--- src/rtl/ram_initiator_if.sv ---
// Single-port RAM handshake: the client issues en/we/be/addr/data_w.
// The memory answers with data_r one cycle after completion, and may stall with delay.
interface Ram_if #(
  parameter int ADDR_WIDTH = 10,
  parameter int DATA_WIDTH = 32
) ();
  logic                    en;
  logic                    we;
  logic [DATA_WIDTH/8-1:0] be;
  logic [ADDR_WIDTH-1:0]   addr;
  logic [DATA_WIDTH-1:0]   data_w;
  logic [DATA_WIDTH-1:0]   data_r;
  logic                    delay;

  modport client (
    output en, we, be, addr, data_w,
    input  data_r, delay
  );

  modport memory (
    input  en, we, be, addr, data_w,
    output data_r, delay
  );
endinterface

--- src/rtl/ram_initiator.sv ---
// Command-to-RAM initiator: one registered access at a time, retried while delayed,
// with read data returned in order through a credit-protected response FIFO.
module ram_initiator #(
  parameter  int ADDR_WIDTH = 10,
  parameter  int DATA_WIDTH = 32,
  parameter  int RESP_DEPTH = 2,
  localparam int BYTE_COUNT = DATA_WIDTH / 8
) (
  input  logic                  clk,
  input  logic                  reset,
  input  logic                  cmd_valid,
  output logic                  cmd_ready,
  input  logic                  cmd_we,
  input  logic [ADDR_WIDTH-1:0] cmd_addr,
  input  logic [DATA_WIDTH-1:0] cmd_data,
  input  logic [BYTE_COUNT-1:0] cmd_be,
  output logic                  rsp_valid,
  input  logic                  rsp_ready,
  output logic [DATA_WIDTH-1:0] rsp_data,
  output logic                  busy,
  output logic [15:0]           delay_cnt,
  Ram_if.client                 intf
);

  localparam int PTR_W = (RESP_DEPTH > 1) ? $clog2(RESP_DEPTH) : 1;
  localparam int CNT_W = $clog2(RESP_DEPTH + 3);

  logic                  r_issue_valid;
  logic                  r_issue_we;
  logic [ADDR_WIDTH-1:0] r_issue_addr;
  logic [DATA_WIDTH-1:0] r_issue_data;
  logic [BYTE_COUNT-1:0] r_issue_be;
  logic                  r_capture_pending;
  logic [DATA_WIDTH-1:0] r_fifo [RESP_DEPTH];
  logic [PTR_W-1:0]      r_wptr;
  logic [PTR_W-1:0]      r_rptr;
  logic [CNT_W-1:0]      r_count;
  logic [15:0]           r_delay_cnt;

  logic                  w_issue_is_read;
  logic                  w_issue_done;
  logic                  w_cmd_fire;
  logic                  w_push;
  logic                  w_pop;
  logic                  w_credit_ok;
  logic [CNT_W-1:0]      w_credit_sum;

  function automatic logic [PTR_W-1:0] f_next(input logic [PTR_W-1:0] p);
    return (p == PTR_W'(RESP_DEPTH - 1)) ? '0 : p + 1'b1;
  endfunction

  // Reads in flight (issued, awaiting capture, or buffered) each hold one FIFO slot.
  assign w_issue_is_read = r_issue_valid && !r_issue_we;
  assign w_issue_done    = r_issue_valid && !intf.delay;
  assign w_credit_sum    = r_count + CNT_W'(w_issue_is_read) + CNT_W'(r_capture_pending);
  assign w_credit_ok     = w_credit_sum < CNT_W'(RESP_DEPTH);
  assign cmd_ready       = (!r_issue_valid || !intf.delay) && w_credit_ok;
  assign w_cmd_fire      = cmd_valid && cmd_ready;
  assign w_push          = r_capture_pending;
  assign w_pop           = rsp_valid && rsp_ready;

  always_ff @(posedge clk) begin
    if (!reset) begin
      r_issue_valid <= 1'b0;
      r_issue_we    <= 1'b0;
      r_issue_addr  <= '0;
      r_issue_data  <= '0;
      r_issue_be    <= '0;
    end else if (w_cmd_fire) begin
      r_issue_valid <= 1'b1;
      r_issue_we    <= cmd_we;
      r_issue_addr  <= cmd_addr;
      r_issue_data  <= cmd_data;
      r_issue_be    <= cmd_be;
    end else if (w_issue_done) begin
      r_issue_valid <= 1'b0;
    end
  end

  always_ff @(posedge clk) begin
    if (!reset) begin
      r_capture_pending <= 1'b0;
    end else begin
      r_capture_pending <= w_issue_done && !r_issue_we;
    end
  end

  always_ff @(posedge clk) begin
    if (w_push) begin
      r_fifo[r_wptr] <= intf.data_r;
    end
  end

  always_ff @(posedge clk) begin
    if (!reset) begin
      r_wptr  <= '0;
      r_rptr  <= '0;
      r_count <= '0;
    end else begin
      if (w_push) begin
        r_wptr <= f_next(r_wptr);
      end
      if (w_pop) begin
        r_rptr <= f_next(r_rptr);
      end
      case ({w_push, w_pop})
        2'b10:   r_count <= r_count + 1'b1;
        2'b01:   r_count <= r_count - 1'b1;
        default: r_count <= r_count;
      endcase
    end
  end

  always_ff @(posedge clk) begin
    if (!reset) begin
      r_delay_cnt <= '0;
    end else if (intf.en && intf.delay && (r_delay_cnt != '1)) begin
      r_delay_cnt <= r_delay_cnt + 1'b1;
    end
  end

  assign intf.en     = r_issue_valid;
  assign intf.we     = r_issue_we;
  assign intf.be     = r_issue_be;
  assign intf.addr   = r_issue_addr;
  assign intf.data_w = r_issue_data;

  assign rsp_valid = (r_count != '0);
  assign rsp_data  = r_fifo[r_rptr];
  assign busy      = r_issue_valid || r_capture_pending || (r_count != '0);
  assign delay_cnt = r_delay_cnt;

endmodule

--- src/flat_wrapper.sv ---
// flat-port wrapper written by rule: the top's interface ports become plain ports
module ram_initiator_flat 
#(
  parameter  int ADDR_WIDTH = 10,
  parameter  int DATA_WIDTH = 32,
  parameter  int RESP_DEPTH = 2,
  localparam int BYTE_COUNT = DATA_WIDTH / 8
)
  (clk, reset, cmd_valid, cmd_ready, cmd_we, cmd_addr, cmd_data, cmd_be, rsp_valid, rsp_ready, rsp_data, busy, delay_cnt, intf_en, intf_we, intf_be, intf_addr, intf_data_w, intf_data_r, intf_delay);
  Ram_if #(.ADDR_WIDTH(ADDR_WIDTH), .DATA_WIDTH(DATA_WIDTH)) intf_i ();
  input  logic clk;
  input  logic reset;
  input  logic cmd_valid;
  output logic cmd_ready;
  input  logic cmd_we;
  input  logic [ADDR_WIDTH-1:0] cmd_addr;
  input  logic [DATA_WIDTH-1:0] cmd_data;
  input  logic [BYTE_COUNT-1:0] cmd_be;
  output logic rsp_valid;
  input  logic rsp_ready;
  output logic [DATA_WIDTH-1:0] rsp_data;
  output logic busy;
  output logic [15:0] delay_cnt;
  output wire logic [$bits(intf_i.en)-1:0] intf_en;
  output wire logic [$bits(intf_i.we)-1:0] intf_we;
  output wire logic [$bits(intf_i.be)-1:0] intf_be;
  output wire logic [$bits(intf_i.addr)-1:0] intf_addr;
  output wire logic [$bits(intf_i.data_w)-1:0] intf_data_w;
  input wire logic [$bits(intf_i.data_r)-1:0] intf_data_r;
  input wire logic [$bits(intf_i.delay)-1:0] intf_delay;
  assign intf_en = intf_i.en;
  assign intf_we = intf_i.we;
  assign intf_be = intf_i.be;
  assign intf_addr = intf_i.addr;
  assign intf_data_w = intf_i.data_w;
  assign intf_i.data_r = intf_data_r;
  assign intf_i.delay = intf_delay;
  ram_initiator #(.ADDR_WIDTH(ADDR_WIDTH), .DATA_WIDTH(DATA_WIDTH), .RESP_DEPTH(RESP_DEPTH)) u_core (.clk(clk), .reset(reset), .cmd_valid(cmd_valid), .cmd_ready(cmd_ready), .cmd_we(cmd_we), .cmd_addr(cmd_addr), .cmd_data(cmd_data), .cmd_be(cmd_be), .rsp_valid(rsp_valid), .rsp_ready(rsp_ready), .rsp_data(rsp_data), .busy(busy), .delay_cnt(delay_cnt), .intf(intf_i));
endmodule
--- config.mk ---
export PLATFORM = sky130hd
export DESIGN_NAME = ram_initiator_flat
export DESIGN_NICKNAME = d
export VERILOG_FILES = /design/src/rtl/ram_initiator_if.sv /design/src/rtl/ram_initiator.sv /design/src/flat_wrapper.sv
export SDC_FILE = /design/constraint.sdc
export NUM_CORES = 1
export LEC_CHECK = 0
export ABC_AREA = 1
export CAP_MARGIN = 25
export CORE_UTILIZATION = 38
export DETAILED_ROUTE_END_ITERATION = 12
export GPL_TIMING_DRIVEN = 0
export PLACE_DENSITY = 0.68
export SYNTH_ARGS = -nofsm -noshare
export SYNTH_HDL_FRONTEND = slang
export SYNTH_SLANG_ARGS = --single-unit
--- constraint.sdc ---
create_clock -name clk -period 3.1 [get_ports clk]
set_input_delay 0.775 -clock clk [delete_from_list [all_inputs] [get_ports clk]]
set_output_delay 0.775 -clock clk [all_outputs]
set_load 0.01 [all_outputs]
== Word-level counts from Yosys, hierarchy flattened ==
Memories as Yosys holds them, arrays and structs flattened. A register that Yosys moved wholly into a read port is not among the register bits.
Cells that the tools add are included.

* Output and inout port bits: 99
* Word-level logic and storage cells: 48
* Memory bits (writable): 64
* Register bits: 70
* Bits of input ports: 84
* Memories: 1

{| class="wikitable"
|+ Memories
! name !! words !! bits a word !! rd ports !! clocked after memory_dff !! write ports !! RTL line !! RTL
|-
| u_core.r_fifo || 2 || 32 || 1 || 1 || 1 || ram_initiator.sv:34 || <nowiki>logic [DATA_WIDTH-1:0] r_fifo [RESP_DEPTH];</nowiki>
|}

* Magnitude comparators: 1
* Reductions and logical operators: 17
* Equal/unequal tests: 3
* Multiplexer cells: 9
* Add/sub/neg operators: 7

{| class="wikitable"
|+ Operators by type and width
! cell !! number
|-
| $add A16 B1 Y16 const B || 1
|-
| $ne A16 B16 Y1 const B || 1
|-
| $logic_and A1 B1 Y1 || 8
|-
| $mux W1 || 8
|-
| $add A3 B1 Y3 || 2
|-
| $pmux W3 S2 || 1
|-
| $reduce_bool A2 Y1 || 2
|-
| $add A3 B1 Y3 const B || 1
|-
| $logic_not A1 Y1 || 3
|-
| $logic_or A1 B1 Y1 || 3
|-
| $lt A3 B2 Y1 const B || 1
|-
| $reduce_bool A3 Y1 || 1
|-
| $sub A3 B1 Y3 const B || 1
|-
| $add A1 B1 Y1 const B || 2
|-
| $eq A2 B1 Y1 const B || 1
|-
| $eq A2 B2 Y1 const B || 1
|}

== Longest topological paths before layout ==
Gate-level depths: netlist of run 1.

* Word-level depth: 8
* Gate-level depth with buffers: 11
* Depth with buffers taken out: 11

== Least setup slack after synthesis of run 1 ==
No wires, ideal clock.

* Path kind: reg2out
* Start: register u_core.r_capture_pending
* End: output port cmd_ready
* Buffers on the path: 1
* Arrival time: 1558 ps
* Cell stages (with the launch flop): 7
* Required time: 2325 ps
* Setup slack: 767 ps
* Cells stage by stage: dfxtp_1 ha_1 a31o_2 ha_1 nor2_4 and2_4 buf_4

* Longest elaborated chain between the ends: 3

{| class="wikitable"
|+ Ends and longest elaborated chain
! element !! RTL line !! RTL
|-
| start: declaration || ram_initiator.sv:33 || <nowiki>logic r_capture_pending;</nowiki>
|-
| start signal: assignment || ram_initiator.sv:84 || <nowiki>r_capture_pending <= w_issue_done && !r_issue_we;</nowiki>
|-
| $add A3 B1 Y3 || ram_initiator.sv:55 || <nowiki>assign w_credit_sum = r_count + CNT_W'(w_issue_is_read) + CNT_W'(r_capture_pending);</nowiki>
|-
| $lt A3 B2 Y1 || ram_initiator.sv:56 || <nowiki>assign w_credit_ok = w_credit_sum < CNT_W'(RESP_DEPTH);</nowiki>
|-
| $logic_and A1 B1 Y1 || ram_initiator.sv:57 || <nowiki>assign cmd_ready = (!r_issue_valid || !intf.delay) && w_credit_ok;</nowiki>
|-
| end: declaration || flat_wrapper.sv:14 || <nowiki>output logic cmd_ready;</nowiki>
|}

Every way passes these cells.

== Worst setup path after layout of run 1 ==
* Start: register u_core.r_count[0]
* End: output port cmd_ready

* Longest elaborated chain between the ends: 4

{| class="wikitable"
|+ Ends and longest elaborated chain
! element !! RTL line !! RTL
|-
| start: declaration || ram_initiator.sv:37 || <nowiki>logic [CNT_W-1:0] r_count;</nowiki>
|-
| start signal: assignment || ram_initiator.sv:107 || <nowiki>2'b10: r_count <= r_count + 1'b1;</nowiki>
|-
| start signal: assignment || ram_initiator.sv:108 || <nowiki>2'b01: r_count <= r_count - 1'b1;</nowiki>
|-
| start signal: assignment || ram_initiator.sv:109 || <nowiki>default: r_count <= r_count;</nowiki>
|-
| $add A3 B1 Y3 (2 in a row) || ram_initiator.sv:55 ||
|-
| $lt A3 B2 Y1 || ram_initiator.sv:56 ||
|-
| $logic_and A1 B1 Y1 || ram_initiator.sv:57 ||
|}

Every way passes these cells.

==> impl_metrics.tcl, run 1 <==
set metrics [dict create \
    status "finished clean" \
    r2r_setup_slack_ns 1.05 \
    syn_inst 513 \
    yosys_register_bits 135 \
    slew_headroom_pct 37.7 \
    drt_wl_total_um 14000 \
    fmax_mhz 340 \
    syn_area_per_cell_um2 11.1 \
    hold_path.class "flip-flop to flip-flop" \
    async_flop_share_pct 0 \
    die-area_um2 15400 \
    cts_buffer_depth 2 \
    reg2regPathDepth 11 \
    synth_top_area_share_pct 33.9 \
    grt_max_degree 33 \
    maxCapViolations 0 \
    ys_top_cells_by_area "edfxtp_1 34%, dfxtp_1 25%, nand2_1 6.1%" \
    cts_tree "yes" \
    core_area_um2 14500 \
    root_buffer "clkbuf_16" \
    powerDensity_nw_per_um2 566 \
    yosysTopAreaCell "edfxtp_1" \
    worst-setup-path-type "flip-flop to output port" \
    final_cell_mix "181 x clkdlybuf4s50_1, 92 x nand2_1, 70 x dfxtp_1, 64 x edfxtp_1, 41 x nor2_1" \
    critical_path.endpoint_type "output port" \
    rsz0062_at_grt "false" \
    gp_congestion 0.933 \
    grt_pass1_wl_um 21700 \
    cts_buffers 17 \
    cts.clk_slew.worst_paths_ns 0.06 \
    cts.sinks 135 \
    overflow 0 \
    worstReg2RegStart "u_core.r_count[0]" \
    syn_to_final_growth_pct 48.0 \
    layout.nets 804 \
    synth_edf_count 64 \
    p_total_mw 4.75 \
    port_buffers 182 \
    antenna_cells 0 \
    drive_gt1_share_pct 21.8 \
    layout_commonest_cell "clkdlybuf4s50_1" \
    setup_viol 0 \
    syn_area_um2 5670 \
    initial_core_util_pct 39.0 \
    fin_worst_skew_ns 0.00545 \
    leakage_nw 2.99 \
    firstDrtPassIters 5 \
    chipHeight_um 124 \
    r2r_end "u_core.r_count[2]" \
    die_w_um 124 \
    rows 44 \
    post-route-min-period_ns 2.94 \
    dp_hpwl_um 10100 \
    ir_worst_vdd_mv 0.333 \
    drt_iter0_markers 271 \
    hold_start "u_core.intf.we" \
    startpoint_type "flip-flop" \
    pin_count 183 \
    slew_violations 0 \
    tns_ns 0 \
    clk_latency_ns 0.41 \
    htree_levels 4 \
    nFillCells 1223 \
    yosys.cell_types.count 33 \
    ant_nets 0 \
    ys.flop_type "dfxtp_1" \
    fin_crit_sh_pct 95.0 \
    timing.critical_path.fanout_max 10 \
    via_count 4454 \
    required_ns 2.32 \
    yosysWarnings 0 \
    hold_violations 0 \
    grt_pass1_vias 4510 \
    grt_usage_pct 18.7 \
    via_per_inst 4.88 \
    wl_per_cell_um 15.4 \
    synth.net_count 602 \
    tightest_slew_ns 0.932 \
    hold-path-cell-count 1 \
    cp.arrival_ns 2.17 \
    ys_seq_area_share_pct 58.9 \
    endpoint "cmd_ready" \
    critPathLaunch "u_core.r_count[0]" \
    antenna_found_initial 0 \
    drc 0 \
]
-- stage by stage --
step	cell area (µm²)	hold WS (ns)	utilization (%)	std cells	setup WS [ns]
after floorplan	5670	0.426	-	513	0.767
after CTS	8400	0.452	57.8	912	0.0263
after global routing	8390	0.483	57.7	912	0.0515
final	8390	0.445	57.7	912	0.156
after global placement	7720	0.437	53.1	879	-0.105
after detailed placement	7760	0.449	53.4	880	-0.119
-- where the power goes --
part           internal, mW  total (mW)  leakage [nW]  switching (mW)
Clock                  1.35        2.13         0.292           0.782
Combinational         0.362       0.655          1.54           0.292
Sequential             1.93        1.97          1.16          0.0355
Total                  3.64        4.75          2.99            1.11
-- Yosys cell counts (2+ instances only) --
master / n
clkbuf_1: 8
nand4_1: 2
nor2_2: 3
a21oi_1: 34
nand3_2: 31
dfxtp_1: 71
mux2_1: 2
a21oi_2: 30
buf_2: 9
buf_12: 4
nand3_1: 34
nor2_1: 42
edfxtp_1: 64
nor3_1: 3
mux2_2: 30
inv_1: 24
buf_4: 5
nand2_1: 92
nor2_4: 2
buf_6: 2
ha_1: 4
o21ai_0: 6
-- how the worst min path moves through the flow --
stage	slack, ns	endpoint
6_report	0.44	u_core.r_capture_pending
5_1_grt	0.48	flip-flop
4_1_cts	0.45	u_core.r_capture_pending
3_5_place_dp	0.45	u_core.r_rptr
3_3_place_gp	0.44	u_core.r_rptr
2_1_floorplan	0.43	flip-flop
-- flip-flops by register name (all words and copies together), names as in the netlist, named ones only --
register,flops
u_core.r_count,3
u_core.delay_cnt,16
u_core.intf.be,4
u_core.intf.addr,10
u_core.r_rptr,1
u_core.intf.en,1
u_core.intf.data_w,32
u_core.intf.we,1
u_core.r_wptr,1
u_core.r_fifo,64
u_core.r_capture_pending,1
-- critical path: stages (launching register included) --
cell      delay [ns]
dfxtp_1         0.33
ha_1            0.29
a31o_2          0.24
ha_1            0.30
nor2_4          0.12
and2_4          0.17
buf_4           0.17
clkbuf_2        0.14
-- layer usage --
metal / vias to the layer above / track usage [%] / share of wire [%]
met3: 23 / 7.74 / 9.9
met5: - / 0 / 0
met2: 180 / 30.8 / 47
li1: 2171 / - / -
met1: 2080 / 21.2 / 41
met4: 0 / 7.89 / 1.8
-- timing repair --
| item | CTS | global route |
|---|---|---|
| endpoints found under the setup margin | 1 | 1 |
| resized for setup | 4 | 1 |
| pin swaps | 0 | 0 |
| hold buffers | 0 | 0 |
| setup buffers | 0 | 0 |
-- area by class of cell --
cell class	instances	area, µm²	area share, %
Buffer	28	215	2.56
Clock buffer	17	425	5.07
Clock inverter	15	204	2.43
Inverter	27	104	1.24
Multi-Input combinational cell	323	2020	24.1
Sequential cell	135	3340	39.9
Tap cell	184	230	2.74
Timing Repair Buffer	183	1840	22.0
-- kinds of logic after synthesis --
kind of cell | synth area share, %
AO/OA/AOI/OAI | 8.32
XOR/XNOR | 0.154
AND/OR/NAND/NOR | 19.4
buffers and inverters | 5.63
multiplexers | 6.35
flip-flops | 58.9
adder cells (fa/ha/maj) | 1.24
Note: power is estimated with default switching activity, not from simulation.
==> run 2: changes to the inputs <==
CTS_BUF_LIST = sky130_fd_sc_hd__clkbuf_4 sky130_fd_sc_hd__clkbuf_8   (was unset)
==> impl_metrics.tcl, run 2 (same netlist as run 1, synthesis figures left out) <==
set metrics [dict create \
    p_total_mw 4.21 \
    fmax_mhz 336 \
    chipHeight_um 124 \
    final_cell_mix "181 x clkdlybuf4s50_1, 92 x nand2_1, 70 x dfxtp_1, 64 x edfxtp_1, 41 x nor2_1" \
    pin_count 183 \
    syn_to_final_growth_pct 44.6 \
    reg2regPathDepth 9 \
    clk_latency_ns 0.44 \
    ant_nets 0 \
    setup_viol 0 \
    rows 44 \
    finish.utilization_pct 56.4 \
    hold_slack_ns 0.450 \
    dp_cells 880 \
    max_stage_delay_ns 0.33 \
    drt_wl_total_um 13900 \
    final_area_um2 8200 \
    antenna_found_initial 0 \
    setup_slack_ns 0.126 \
    multiInputGateArea_um2 2020 \
    post-route-min-period_ns 2.97 \
    grt_usage_pct 18.5 \
    gp_congestion 0.933 \
    ff_latch_area_um2 3340 \
    drive_gt1_share_pct 21.7 \
    tns_ns 0 \
    ir_worst_vdd_mv 0.240 \
    crit_cells 6 \
    slew_violations 0 \
    tightest_slew_ns 0.923 \
    regMostFlops "u_core.r_fifo" \
    hold_path.class "flip-flop to flip-flop" \
    fin_crit_sh_pct 95.9 \
    final_cells 911 \
    worst-setup-path-type "flip-flop to output port" \
    cts.sinks 135 \
    rsz0062_at_grt "false" \
    r2r_setup_slack_ns 1.01 \
    grt_max_degree 33 \
    wl_per_cell_um 15.2 \
    powerDensity_nw_per_um2 513 \
    slowest_stage "dfxtp_1" \
    dpl_cell_area_um2 7760 \
    path_buf_inv 1 \
    drt_iter0_markers 246 \
    firstDrtPassIters 5 \
    required_ns 2.32 \
    dp_slack_ns -0.119 \
    startpoint_type "flip-flop" \
    dp_hpwl_um 10100 \
    slew_headroom_pct 38.4 \
    cts_hold_buf 0 \
    cts.clk_slew.worst_paths_ns 0.08 \
    core_area_um2 14500 \
    maxCapViolations 0 \
    cp_common_cell "ha_1" \
    via_count 4404 \
    drc 0 \
    grt_pass1_vias 4522 \
    largest_reg_flops 64 \
    post_cts_buffers 0 \
    antenna_cells 0 \
    status "finished clean" \
    cts_buffer_depth 2 \
    die-area_um2 15400 \
    worstReg2RegStart "u_core.r_count[0]" \
    r2r_end "u_core.intf.data_w[11]" \
    leakage_nw 2.90 \
    htree_levels 4 \
    port_buffers 182 \
    layout_commonest_cell "clkdlybuf4s50_1" \
    via_per_inst 4.83 \
    nFillCells 1240 \
    critPathLaunch "u_core.r_count[0]" \
    grt_pass1_wl_um 21500 \
    hold_start "u_core.intf.we" \
    initial_core_util_pct 39.0 \
    cts_buffers 17 \
    endpoint "cmd_ready" \
    crit_chain "ha_1 > a31o_2 > ha_1 > nor2_4 > and2_4 > clkdlybuf4s15_2" \
    layout.nets 803 \
    overflow 0 \
    crit_family "adder cells" \
    timing.critical_path.fanout_max 11 \
    die_w_um 124 \
    root_buffer "clkbuf_8" \
    critical_path.endpoint_type "output port" \
    cts_repair_resize_count 5 \
    fin_worst_skew_ns 0.0101 \
    hold_violations 0 \
    cts_tree "yes" \
    cp.arrival_ns 2.20 \
]
run 2: worst min path at each step:
stage / to / slack [ns] / depth (start not counted)
2_1_floorplan: flip-flop / 0.43 / 1
3_3_place_gp: u_core.r_rptr / 0.44 / 1
3_5_place_dp: u_core.r_rptr / 0.45 / 1
4_1_cts: u_core.r_capture_pending / 0.46 / 1
5_1_grt: flip-flop / 0.49 / 1
6_report: u_core.r_capture_pending / 0.45 / 1
run 2: power breakdown:
part / switching, mW / internal (mW) / leakage (nW) / total (mW)
Clock: 0.713 / 0.879 / 0.204 / 1.59
Combinational: 0.292 / 0.361 / 1.54 / 0.653
Sequential: 0.0356 / 1.93 / 1.16 / 1.96
run 2: area by class of cell:
class / instances / area share, %
multi-input cells: 323 / 24.7
well taps: 184 / 2.81
plain buffers: 27 / 2.53
flip-flops and latches: 135 / 40.8
repair buffers: 183 / 22.6
clock buffers: 17 / 2.85
clock inverters: 15 / 2.49
inverters: 27 / 1.27
run 2: per-layer routing:
| metal | track usage (%) | part of all wire [%] |
|---|---|---|
| met4 | 7.66 | 2.0 |
| met2 | 30.2 | 47 |
| met3 | 8.15 | 10 |
| met1 | 20.9 | 41 |
| met5 | 0 | 0 |
